<file path="config.mk">
export PLATFORM = sky130hd
export DESIGN_NAME = instr_fetch_unit
export DESIGN_NICKNAME = d
export VERILOG_FILES = /design/src/rtl/instr_fetch_unit.sv
export SDC_FILE = /design/constraint.sdc
export NUM_CORES = 1
export LEC_CHECK = 0
export CORE_ASPECT_RATIO = 1.5
export CORE_UTILIZATION = 49
export DETAILED_ROUTE_END_ITERATION = 8
export PLACE_DENSITY = 0.78
export SYNTH_ARGS = -nofsm -noshare
export SYNTH_HDL_FRONTEND = slang
export SYNTH_SLANG_ARGS = --single-unit
export TNS_END_PERCENT = 100
</file>
<file path="constraint.sdc">
create_clock -name clk -period 2.1 [get_ports clk]
set_clock_uncertainty 0.2 [all_clocks]
set_input_delay 0.42 -clock clk [delete_from_list [all_inputs] [get_ports clk]]
set_output_delay 0.42 -clock clk [all_outputs]
set_load 0.01 [all_outputs]
</file>
<file path="src/rtl/instr_fetch_unit.sv">
// Fetch stage: issues synchronous ROM reads at pc_in and buffers {pc, word} pairs in a prefetch FIFO for decode.
// Optional build macro FETCH_STATS_EN adds saturating fetch/stall counters (fetch_cnt, stall_cnt).
module instr_fetch_unit #(
  parameter int AW    = 10,
  parameter int IW    = 16,
  parameter int DEPTH = 4
) (
  input  logic          clk,
  input  logic          rst,
  input  logic [AW-1:0] pc_in,
  output logic          pc_incr,
  output logic [AW-1:0] imem_addr,
  output logic          imem_req,
  input  logic [IW-1:0] imem_rdata,
  input  logic          flush,
  input  logic          halt,
  output logic [IW-1:0] ir_data,
  output logic [AW-1:0] ir_pc,
  output logic          ir_valid,
`ifdef FETCH_STATS_EN
  output logic [15:0]   fetch_cnt,
  output logic [15:0]   stall_cnt,
`endif
  input  logic          ir_ready
);

  localparam int PW = $clog2(DEPTH);
  localparam int CW = PW + 1;

  logic [IW-1:0] data_mem [DEPTH];
  logic [AW-1:0] pc_mem   [DEPTH];
  logic [PW-1:0] rd_ptr, wr_ptr;
  logic [CW-1:0] count;
  logic [CW-1:0] occupancy;
  logic          inflight;
  logic [AW-1:0] req_pc;
  logic          issue, push, pop;

  // In-flight words reserve a slot, so a response always has room to land.
  assign occupancy = count + CW'(inflight);
  assign issue     = !rst && !flush && !halt && (occupancy < CW'(DEPTH));
  assign imem_req  = issue;
  assign pc_incr   = issue;
  assign imem_addr = pc_in;

  // Decode link: a word transfers on every cycle where ir_valid and ir_ready
  // are both high; ir_valid never depends on ir_ready, and a flush cancels it.
  assign push     = inflight && !flush;
  assign pop      = ir_valid && ir_ready && !flush;
  assign ir_valid = (count != '0);
  assign ir_data  = ir_valid ? data_mem[rd_ptr] : '0;
  assign ir_pc    = ir_valid ? pc_mem[rd_ptr]   : '0;

  always_ff @(posedge clk) begin
    if (rst || flush) begin
      rd_ptr   <= '0;
      wr_ptr   <= '0;
      count    <= '0;
      inflight <= 1'b0;
    end else begin
      inflight <= issue;
      if (push) wr_ptr <= wr_ptr + PW'(1);
      if (pop)  rd_ptr <= rd_ptr + PW'(1);
      case ({push, pop})
        2'b10:   count <= count + CW'(1);
        2'b01:   count <= count - CW'(1);
        default: count <= count;
      endcase
    end
  end

  always_ff @(posedge clk) begin
    if (rst) begin
      req_pc <= '0;
    end else if (issue) begin
      req_pc <= pc_in;
    end
  end

  always_ff @(posedge clk) begin
    if (!rst && push) begin
      data_mem[wr_ptr] <= imem_rdata;
      pc_mem[wr_ptr]   <= req_pc;
    end
  end

`ifdef FETCH_STATS_EN
  logic stall;
  assign stall = ir_ready && !ir_valid && !flush;

  always_ff @(posedge clk) begin
    if (rst) begin
      fetch_cnt <= '0;
      stall_cnt <= '0;
    end else begin
      if (pop && fetch_cnt != 16'hFFFF)   fetch_cnt <= fetch_cnt + 16'd1;
      if (stall && stall_cnt != 16'hFFFF) stall_cnt <= stall_cnt + 16'd1;
    end
  end
`endif

endmodule

</file>
==> results of run 1 <==
[report_power, final]
| part | total, mW | leakage, nW | internal [mW] | switching [mW] |
|---|---|---|---|---|
| Combinational | 0.194 | 1.03 | 0.119 | 0.0749 |
| Sequential | 2.69 | 1.11 | 2.68 | 0.0157 |
| Clock | 3.17 | 0.315 | 2.14 | 1.04 |
[timing repair]
action	4_1_cts	5_1_grt
setup buffers	9	4
setup endpoints to repair	30	31
gates resized for setup	136	33
gates cloned	2	0
pin swaps	5	2
[cells in the mapped netlist (2+ instances only)]
cell type / instances / share of area, %
sky130_fd_sc_hd__clkbuf_1: 3 / 0.23
sky130_fd_sc_hd__a21oi_1: 2 / 0.20
sky130_fd_sc_hd__xor2_1: 4 / 0.71
sky130_fd_sc_hd__inv_1: 6 / 0.45
sky130_fd_sc_hd__dfxtp_1: 20 / 8.1
sky130_fd_sc_hd__buf_4: 11 / 1.7
sky130_fd_sc_hd__buf_2: 3 / 0.30
sky130_fd_sc_hd__mux4_2: 26 / 12
sky130_fd_sc_hd__and2_1: 4 / 0.50
sky130_fd_sc_hd__mux2_4: 8 / 2.4
sky130_fd_sc_hd__edfxtp_1: 104 / 63
sky130_fd_sc_hd__ha_1: 5 / 1.3
sky130_fd_sc_hd__nor2b_1: 36 / 4.5
sky130_fd_sc_hd__inv_2: 2 / 0.15
sky130_fd_sc_hd__nor2_1: 10 / 0.76
sky130_fd_sc_hd__buf_6: 4 / 0.91
[stage by stage]
step	cell area [sq um]	setup slack (ns)	power [mW]	util [%]	setup TNS, ns
finish	6782	-0.3433	6.063	69.59	-7.848
global route	6782	-0.4093	6.215	69.59	-9.526
CTS	6650	-0.3909	6.081	68.25	-8.498
detailed placement	5938	-0.5451	2.940	60.94	-29.76
global placement	5938	-0.4187	2.934	60.94	-26.35
floorplan	4965	0.05081	2.825	-	0
[cell type report]
class                   count  area, sq um  share of cell area (%)
flip-flops and latches    124         3538                   52.18
multi-input cells         111         1344                   19.82
repair buffers            110         1072                   15.81
clock buffers              18        439.2                   6.476
clock inverters            14        214.0                   3.155
well taps                 115        143.9                   2.122
inverters                   8        30.03                  0.4428
[kinds of logic after synthesis]
group	count (synthesis)	share of synthesized area, %
compound gates	7	0.9326
xor+xnor	5	0.8820
fa+ha+maj	6	1.663
flops	124	70.97
simple gates	56	6.880
mux	37	14.87
buf+inv	30	3.805
[state kept, by name, indices dropped and copies added, names as in the netlist, named ones only]
register,count
wr_ptr,2
req_pc,10
inflight,1
count,3
pc_mem,40
data_mem,64
rd_ptr,2
[worst max-delay path: cells and delay by family (launching register included)]
kind                   cells  cell delay (ns)
buffers and inverters      3             0.39
multiplexers               1             0.50
flip-flops                 1             0.37
AND/OR/NAND/NOR            1             0.15
[path summary, 6_finish.rpt]
path	cells after the start	endpoint	slack [ns]	from
setup reg to reg	9	count[2]$_SDFFE_PP0P_	-0.04	count[0]$_SDFFE_PP0P_
hold / removal	0	pc_mem[2][0]$_DFFE_PP_	0.30	req_pc[0]$_SDFFE_PP0P_
hold reg to reg	0	pc_mem[2][0]$_DFFE_PP_	0.30	req_pc[0]$_SDFFE_PP0P_
setup / recovery	5	ir_pc[4]	-0.34	flip-flop
[per-layer routing]
metal | GRT usage [%] | up-vias | part of all wire [%]
li1 | - | 1214 | -
met1 | 21.55 | 1305 | 37
met2 | 35.05 | 90 | 56
met3 | 6.205 | 20 | 5.2
met4 | 9.432 | 0 | 2.2
met5 | 0 | - | 0
[placed cells by master, fill, tap and decap left out, drive strengths merged, types with 2 or more instances in the layout]
| master | netlist | routed |
|---|---|---|
| mux4 | 26 | 26 |
| dlygate4sd2 | 0 | 2 |
| bufinv | 0 | 5 |
| nor2 | 10 | 10 |
| nor3 | 2 | 2 |
| o21ai | 2 | 2 |
| xor2 | 4 | 4 |
| nor2b | 36 | 36 |
| clkbuf | 4 | 19 |
| mux2 | 10 | 10 |
| clkdlybuf4s50 | 0 | 37 |
| edfxtp | 104 | 104 |
| dfxtp | 20 | 20 |
| clkinv | 0 | 4 |
| clkinvlp | 0 | 2 |
| ha | 5 | 5 |
| a21oi | 2 | 2 |
| buf | 18 | 69 |
| inv | 8 | 11 |
| and2 | 4 | 4 |
==> metrics.json, run 1 <==
{
  "synth_area_sq_um": 4965,
  "globalRouteOverflowTotal": 0,
  "die_w_microns": 84.19,
  "timing_worst_slew_pin_value_ns": 0.3034,
  "fmax_mhz": 409.3,
  "slew_violations": 0,
  "route.detailed.vias_per_inst": 5.258,
  "slowest_delay_ns": 0.50,
  "yosys_most_used_dff": "sky130_fd_sc_hd__edfxtp_1",
  "leak_pwr_nw": 2.458,
  "post_synth.cell_area_avg_sq_um": 18.73,
  "track_usage_pct": 19.87,
  "cts_htree_levels": 4,
  "die_h_microns": 125.3,
  "setup_slack_ns": -0.3433,
  "drive_above_1_share_pct": 41.30,
  "worst_ep_required_time_ns": 1.48,
  "cts_root_buffer": "sky130_fd_sc_hd__clkbuf_16",
  "grt_start_max_net_pins": 19,
  "postSynthRegisterBits": 124,
  "setup.worst_path.class": "flip-flop to primary output",
  "remaining_drc_errors": 12,
  "synth_enable_flop_cells": 104,
  "timing_hold_violations_final": 0,
  "fillCellCount": 603,
  "io_pins": 70,
  "power-per-cell-area_nw_per_um2": 894.0,
  "synthesis.instances": 265,
  "overall_via_count_from_detail_route": 2629,
  "clock_sink_count": 124,
  "initial_antenna_violation_count": 0,
  "place.detailed.instances": 454,
  "fin_cells": 500,
  "critical_path.startpoint_type": "flip-flop",
  "cp_max_fo": 5,
  "crit_chain": "buf_6 > buf_16 > mux4_2 > nor2b_4 > buf_6",
  "ys_seq_area_share_pct": 70.97,
  "crit_top_cell": "sky130_fd_sc_hd__buf_6",
  "run_status": "finished, violations left",
  "timing.critical_path.to_type": "primary output",
  "post_cts_hold_buffer_count": 0,
  "drt_iter0_markers": 128,
  "totalWireLength_microns": 9494,
  "clock_tree_from_tritoncts": "done",
  "start_util_pct": 50.95,
  "max_slew_margin_pct": 79.45,
  "io_buffers": 69,
  "clk_latency_ns": 0.41,
  "vdd.ir_drop.worst_v": 0.0005973,
  "worst_hold_path_type": "flip-flop to flip-flop",
  "antenna_cells_inserted": 0,
  "yosysWarnings": 0,
  "nNetsFinal": 409,
  "area.growth.synth_to_final_pct": 36.59,
  "dr.pass1.iters": 6,
  "hold_slack_ns": 0.2969,
  "synth_nets": 302,
  "cpMaxStageDelayCell": "sky130_fd_sc_hd__mux4_2",
  "rsz_0062_raised_after_global_routing": "true",
  "routedWlPerCell_microns": 18.99,
  "first_global_vias": 2785,
  "maxCapViolCount": 0,
  "asyncSetResetFlopFracSynth_pct": 0,
  "finalSetupViolations": 27,
  "failed_checks": "design-rule violations, negative setup slack",
  "fin_crit_sh_pct": 116.3,
  "row_count": 44,
  "cts.reportedPaths.clkPinSlew_ns": 0.05,
  "fp.coreArea_sq_um": 9744,
  "buffers_from_clock_root_to_sink_at_most": 2,
  "antenna_left": 0,
  "place.gp.congestion": 0.8200,
  "design.die.area_sq_um": 10550,
  "detailed_place_hpwl_microns": 5665,
  "tritoncts.num_buffers": 17,
  "count_of_cell_types_in_the_netlist": 33,
  "finalCriticalPeriod_ns": 2.443,
  "grt_first_pass_wirelength_microns": 14910,
  "crit_arrival_ns": 1.82
}
(Power assumes the default switching activity.)
==> run 2: changes to the inputs <==
CORE_MARGIN = 4   (was default)
CORE_UTILIZATION = 54   (was 49)
PLACE_DENSITY = 0.81   (was 0.78)
clock period = 2.3 ns   (was 2.1 ns; I/O delays follow)
==> run 2 against run 1 <==
  * Total power fell by 7.8%
  * Register-to-register slack better by 0.21 ns
  * Critical path depth did not move
  * Worst hold slack got worse by 0.0074 ns
  * Non-clock buffer count shrank 18
  * Critical path type unchanged
  * Worst setup slack better by 0.15 ns
  * The flow finishes with violations (negative setup slack)
  * First-iteration DRC count increased by 45%
  * Wire length up 9.2%
  * Via count hardly changed
  * Cell area decreased by 0.77%
  * Sequential power decreased by 8.2%
==> metrics.json, run 2 (same netlist as run 1, synthesis figures left out) <==
{
  "remaining_drc_errors": {"value": 0, "change": "-12"},
  "finalCriticalPeriod_ns": 2.492,
  "routedWlPerCell": {"value": 21.73, "unit": "microns", "change": "+14%"},
  "vdd.ir_drop.worst": {"value": 0.0006636, "unit": "V", "change": "+11%"},
  "globalRouteOverflowTotal": {"value": 0, "change": "unchanged"},
  "cts_root_buffer": "sky130_fd_sc_hd__clkbuf_16",
  "route.detailed.vias_per_inst": {"value": 5.507, "change": "+4.7%"},
  "reg2reg_from": "count[0]$_SDFFE_PP0P_",
  "worst_hold_path.num_cells": {"value": 0, "change": "unchanged"},
  "clk_latency": {"value": 0.41, "unit": "ns", "change": "about the same"},
  "buffers_from_clock_root_to_sink_at_most": {"value": 2, "change": "unchanged"},
  "power-per-cell-area": {"value": 830.9, "unit": "nW/um^2", "change": "-7.1%"},
  "tritoncts.num_buffers": {"value": 17, "change": "unchanged"},
  "finalSetupViolations": {"value": 26, "change": "-3.7%"},
  "grt_first_pass_wirelength": {"value": 16220, "unit": "microns", "change": "+8.8%"},
  "failed_checks": "negative setup slack",
  "drt_iter0_markers": {"value": 185, "change": "+45%"},
  "crit_arrival": {"value": 1.83, "unit": "ns", "change": "about the same"},
  "leak_pwr": {"value": 2.404, "unit": "nW", "change": "-2.2%"},
  "slew_violations": {"value": 0, "change": "unchanged"},
  "r2r.worst_path.cells": {"value": 8, "change": "-1"},
  "post_cts_hold_buffer_count": {"value": 0, "change": "unchanged"},
  "start_util": {"value": 55.90, "unit": "%", "change": "+5.0 points"},
  "run_status": "finished, violations left",
  "fmax_mhz": 401.4,
  "timing_hold_violations_final": {"value": 0, "change": "unchanged"},
  "timing.critical_path.to_type": "primary output",
  "hp-start": "req_pc[0]$_SDFFE_PP0P_",
  "antenna_cells_inserted": {"value": 0, "change": "unchanged"},
  "max_flop_register": "data_mem",
  "design.die.area": {"value": 10820, "unit": "sq um", "change": "+2.6%"},
  "totalWireLength": {"value": 10370, "unit": "microns", "change": "+9.2%"},
  "hold_slack": {"value": 0.2895, "unit": "ns", "change": "-0.007427 ns"},
  "maxCapViolCount": {"value": 0, "change": "unchanged"},
  "cts_htree_levels": {"value": 4, "change": "unchanged"},
  "first_global_vias": {"value": 2876, "change": "+3.3%"},
  "cp_max_fo": {"value": 4, "change": "-1"},
  "placed_cell_area": {"value": 5857, "unit": "sq um", "change": "-1.4%"},
  "regToRegEndpoint": "count[2]$_SDFFE_PP0P_",
  "grt_start_max_net_pins": {"value": 27, "change": "+8"},
  "cts.reportedPaths.clkPinSlew": {"value": 0.05, "unit": "ns", "change": "about the same"},
  "setup_slack": {"value": -0.1915, "unit": "ns", "change": "+0.1517 ns"},
  "timing_worst_slew_pin_value": {"value": 0.3241, "unit": "ns", "change": "+0.02065 ns"},
  "antenna_left": {"value": 0, "change": "unchanged"},
  "die_w": {"value": 86.29, "unit": "microns", "change": "+2.5%"},
  "place.gp.congestion": {"value": 0.7513, "change": "-8.4%"},
  "whs_endpoint": "pc_mem[3][0]$_DFFE_PP_",
  "fin_crit_sh_pct": 108.3,
  "largest_register_ffs": {"value": 64, "change": "unchanged"},
  "row_count": {"value": 42, "change": "-4.5%"},
  "regs_by_ff_count": "data_mem x64, pc_mem x40, req_pc x10",
  "final_core_utilization": {"value": 75.77, "unit": "%", "change": "+6.2 points"},
  "worst_ep_required_time": {"value": 1.64, "unit": "ns", "change": "+0.16 ns"},
  "clock_sink_count": {"value": 124, "change": "unchanged"},
  "reg_to_reg_slack_setup": {"value": 0.17, "unit": "ns", "change": "+0.21 ns"},
  "die_h": {"value": 125.4, "unit": "microns", "change": "+0.12%"},
  "worst_hold_path_type": "flip-flop to flip-flop",
  "initial_antenna_violation_count": {"value": 0, "change": "unchanged"},
  "setup.worst_path.class": "flip-flop to primary output",
  "rsz_0062_raised_after_global_routing": "true",
  "layout_common_cells": "sky130_fd_sc_hd__edfxtp_1 (104), sky130_fd_sc_hd__clkdlybuf4s50_1 (39), sky130_fd_sc_hd__mux4_2 (26), sky130_fd_sc_hd__nor2b_1 (21), sky130_fd_sc_hd__clkbuf_16 (17)",
  "final_common_cell": "sky130_fd_sc_hd__edfxtp_1",
  "finalSetupTns": {"value": -3.594, "unit": "ns", "change": "+4.255 ns"},
  "dr.pass1.iters": {"value": 4, "change": "-2"},
  "drive_above_1_share": {"value": 38.42, "unit": "%", "change": "-2.9 points"},
  "nNetsFinal": {"value": 391, "change": "-4.4%"},
  "fp.coreArea": {"value": 8881, "unit": "sq um", "change": "-8.9%"},
  "overall_via_count_from_detail_route": {"value": 2627, "change": "-0.076%"},
  "critical_path.startpoint_type": "flip-flop",
  "io_pins": {"value": 70, "change": "unchanged"},
  "track_usage": {"value": 21.13, "unit": "%", "change": "+1.3 points"},
  "detailed_place_hpwl": {"value": 5713, "unit": "microns", "change": "+0.84%"},
  "fin_area": {"value": 6729, "unit": "sq um", "change": "-0.77%"},
  "max_slew_margin": {"value": 78.05, "unit": "%", "change": "-1.4 points"},
  "area.growth.synth_to_final_pct": 35.53,
  "io_buffers": {"value": 69, "change": "unchanged"},
  "clock_tree_from_tritoncts": "done"
}
## run 2: cell count changes in the layout (fill, tap and decap cells not counted), moves of 2 or more
cell and delta:
sky130_fd_sc_hd__dfxtp_4 -3, sky130_fd_sc_hd__clkbuf_8 +3, sky130_fd_sc_hd__nor2b_1 -5, sky130_fd_sc_hd__inv_6 -3, sky130_fd_sc_hd__nor2b_4 +5, sky130_fd_sc_hd__buf_2 -8, sky130_fd_sc_hd__dfxtp_2 +3, sky130_fd_sc_hd__buf_4 -15
sky130_fd_sc_hd__buf_12 +2, sky130_fd_sc_hd__clkdlybuf4s50_1 +2, sky130_fd_sc_hd__dlygate4sd2_1 +2
## run 2: report_power, final
group	switching [mW]	leakage (nW)	internal, mW	total [mW]
sequential	0.0161	1.11	2.45	2.47
combinational	0.0683	0.972	0.108	0.176
clock	0.919	0.321	2.03	2.95
total	1.00	2.40	4.59	5.59
## run 2: critical path: stages, from the launching register on
cell and delay (ns):
sky130_fd_sc_hd__dfxtp_4 0.39, sky130_fd_sc_hd__buf_12 0.13, sky130_fd_sc_hd__buf_8 0.12, sky130_fd_sc_hd__mux4_2 0.51, sky130_fd_sc_hd__nor2b_4 0.15, sky130_fd_sc_hd__buf_6 0.12
## run 2: stage by stage
| step | setup slack (ns) | instances | total power [mW] |
|---|---|---|---|
| after detailed placement | -0.3732 | 439 | 2.679 |
| final | -0.1915 | 477 | 5.591 |
| after global placement | -0.2782 | 439 | 2.673 |
| after CTS | -0.2135 | 476 | 5.601 |
| after floorplan | 0.2208 | 265 | 2.580 |
| after global routing | -0.2425 | 477 | 5.764 |
## run 2: cell type report
| type | count | area, sq um |
|---|---|---|
| sequential | 124 | 3531 |
| fill | 478 | 2152 |
| multi-input combinational | 111 | 1371 |
| timing repair buffer | 92 | 991.0 |
| clock buffer | 21 | 480.5 |
| clock inverter | 11 | 187.7 |
| tap | 110 | 137.6 |
| inverter | 8 | 30.03 |
## run 2: timing repair
action,4_1_cts,5_1_grt
gates cloned,2,0
pin swaps,0,1
setup endpoints to repair,29,27
setup buffers,3,3
gates resized for setup,146,13
## run 2: worst max path at each step
stage          cells past startpoint                  endpoint       from
2_1_floorplan                      3  data_mem[0][0]$_DFFE_PP_        rst
3_3_place_gp                       8     count[2]$_SDFFE_PP0P_      flush
3_5_place_dp                       8     count[2]$_SDFFE_PP0P_      flush
4_1_cts                            5                ir_data[2]  flip-flop
5_1_grt                            5                ir_data[0]  flip-flop
6_report                           5                  ir_pc[9]  flip-flop
## run 2: metal layers
| metal | share of wire [%] | routed length, microns | up-vias | GRT usage (%) |
|---|---|---|---|---|
| li1 | - | - | 1180 | - |
| met1 | 37 | 3801 | 1346 | 23.92 |
| met2 | 57 | 5954 | 84 | 36.67 |
| met3 | 4.0 | 416 | 17 | 6.386 |
| met4 | 1.9 | 193 | 0 | 8.807 |
| met5 | 0 | 0 | - | 0 |
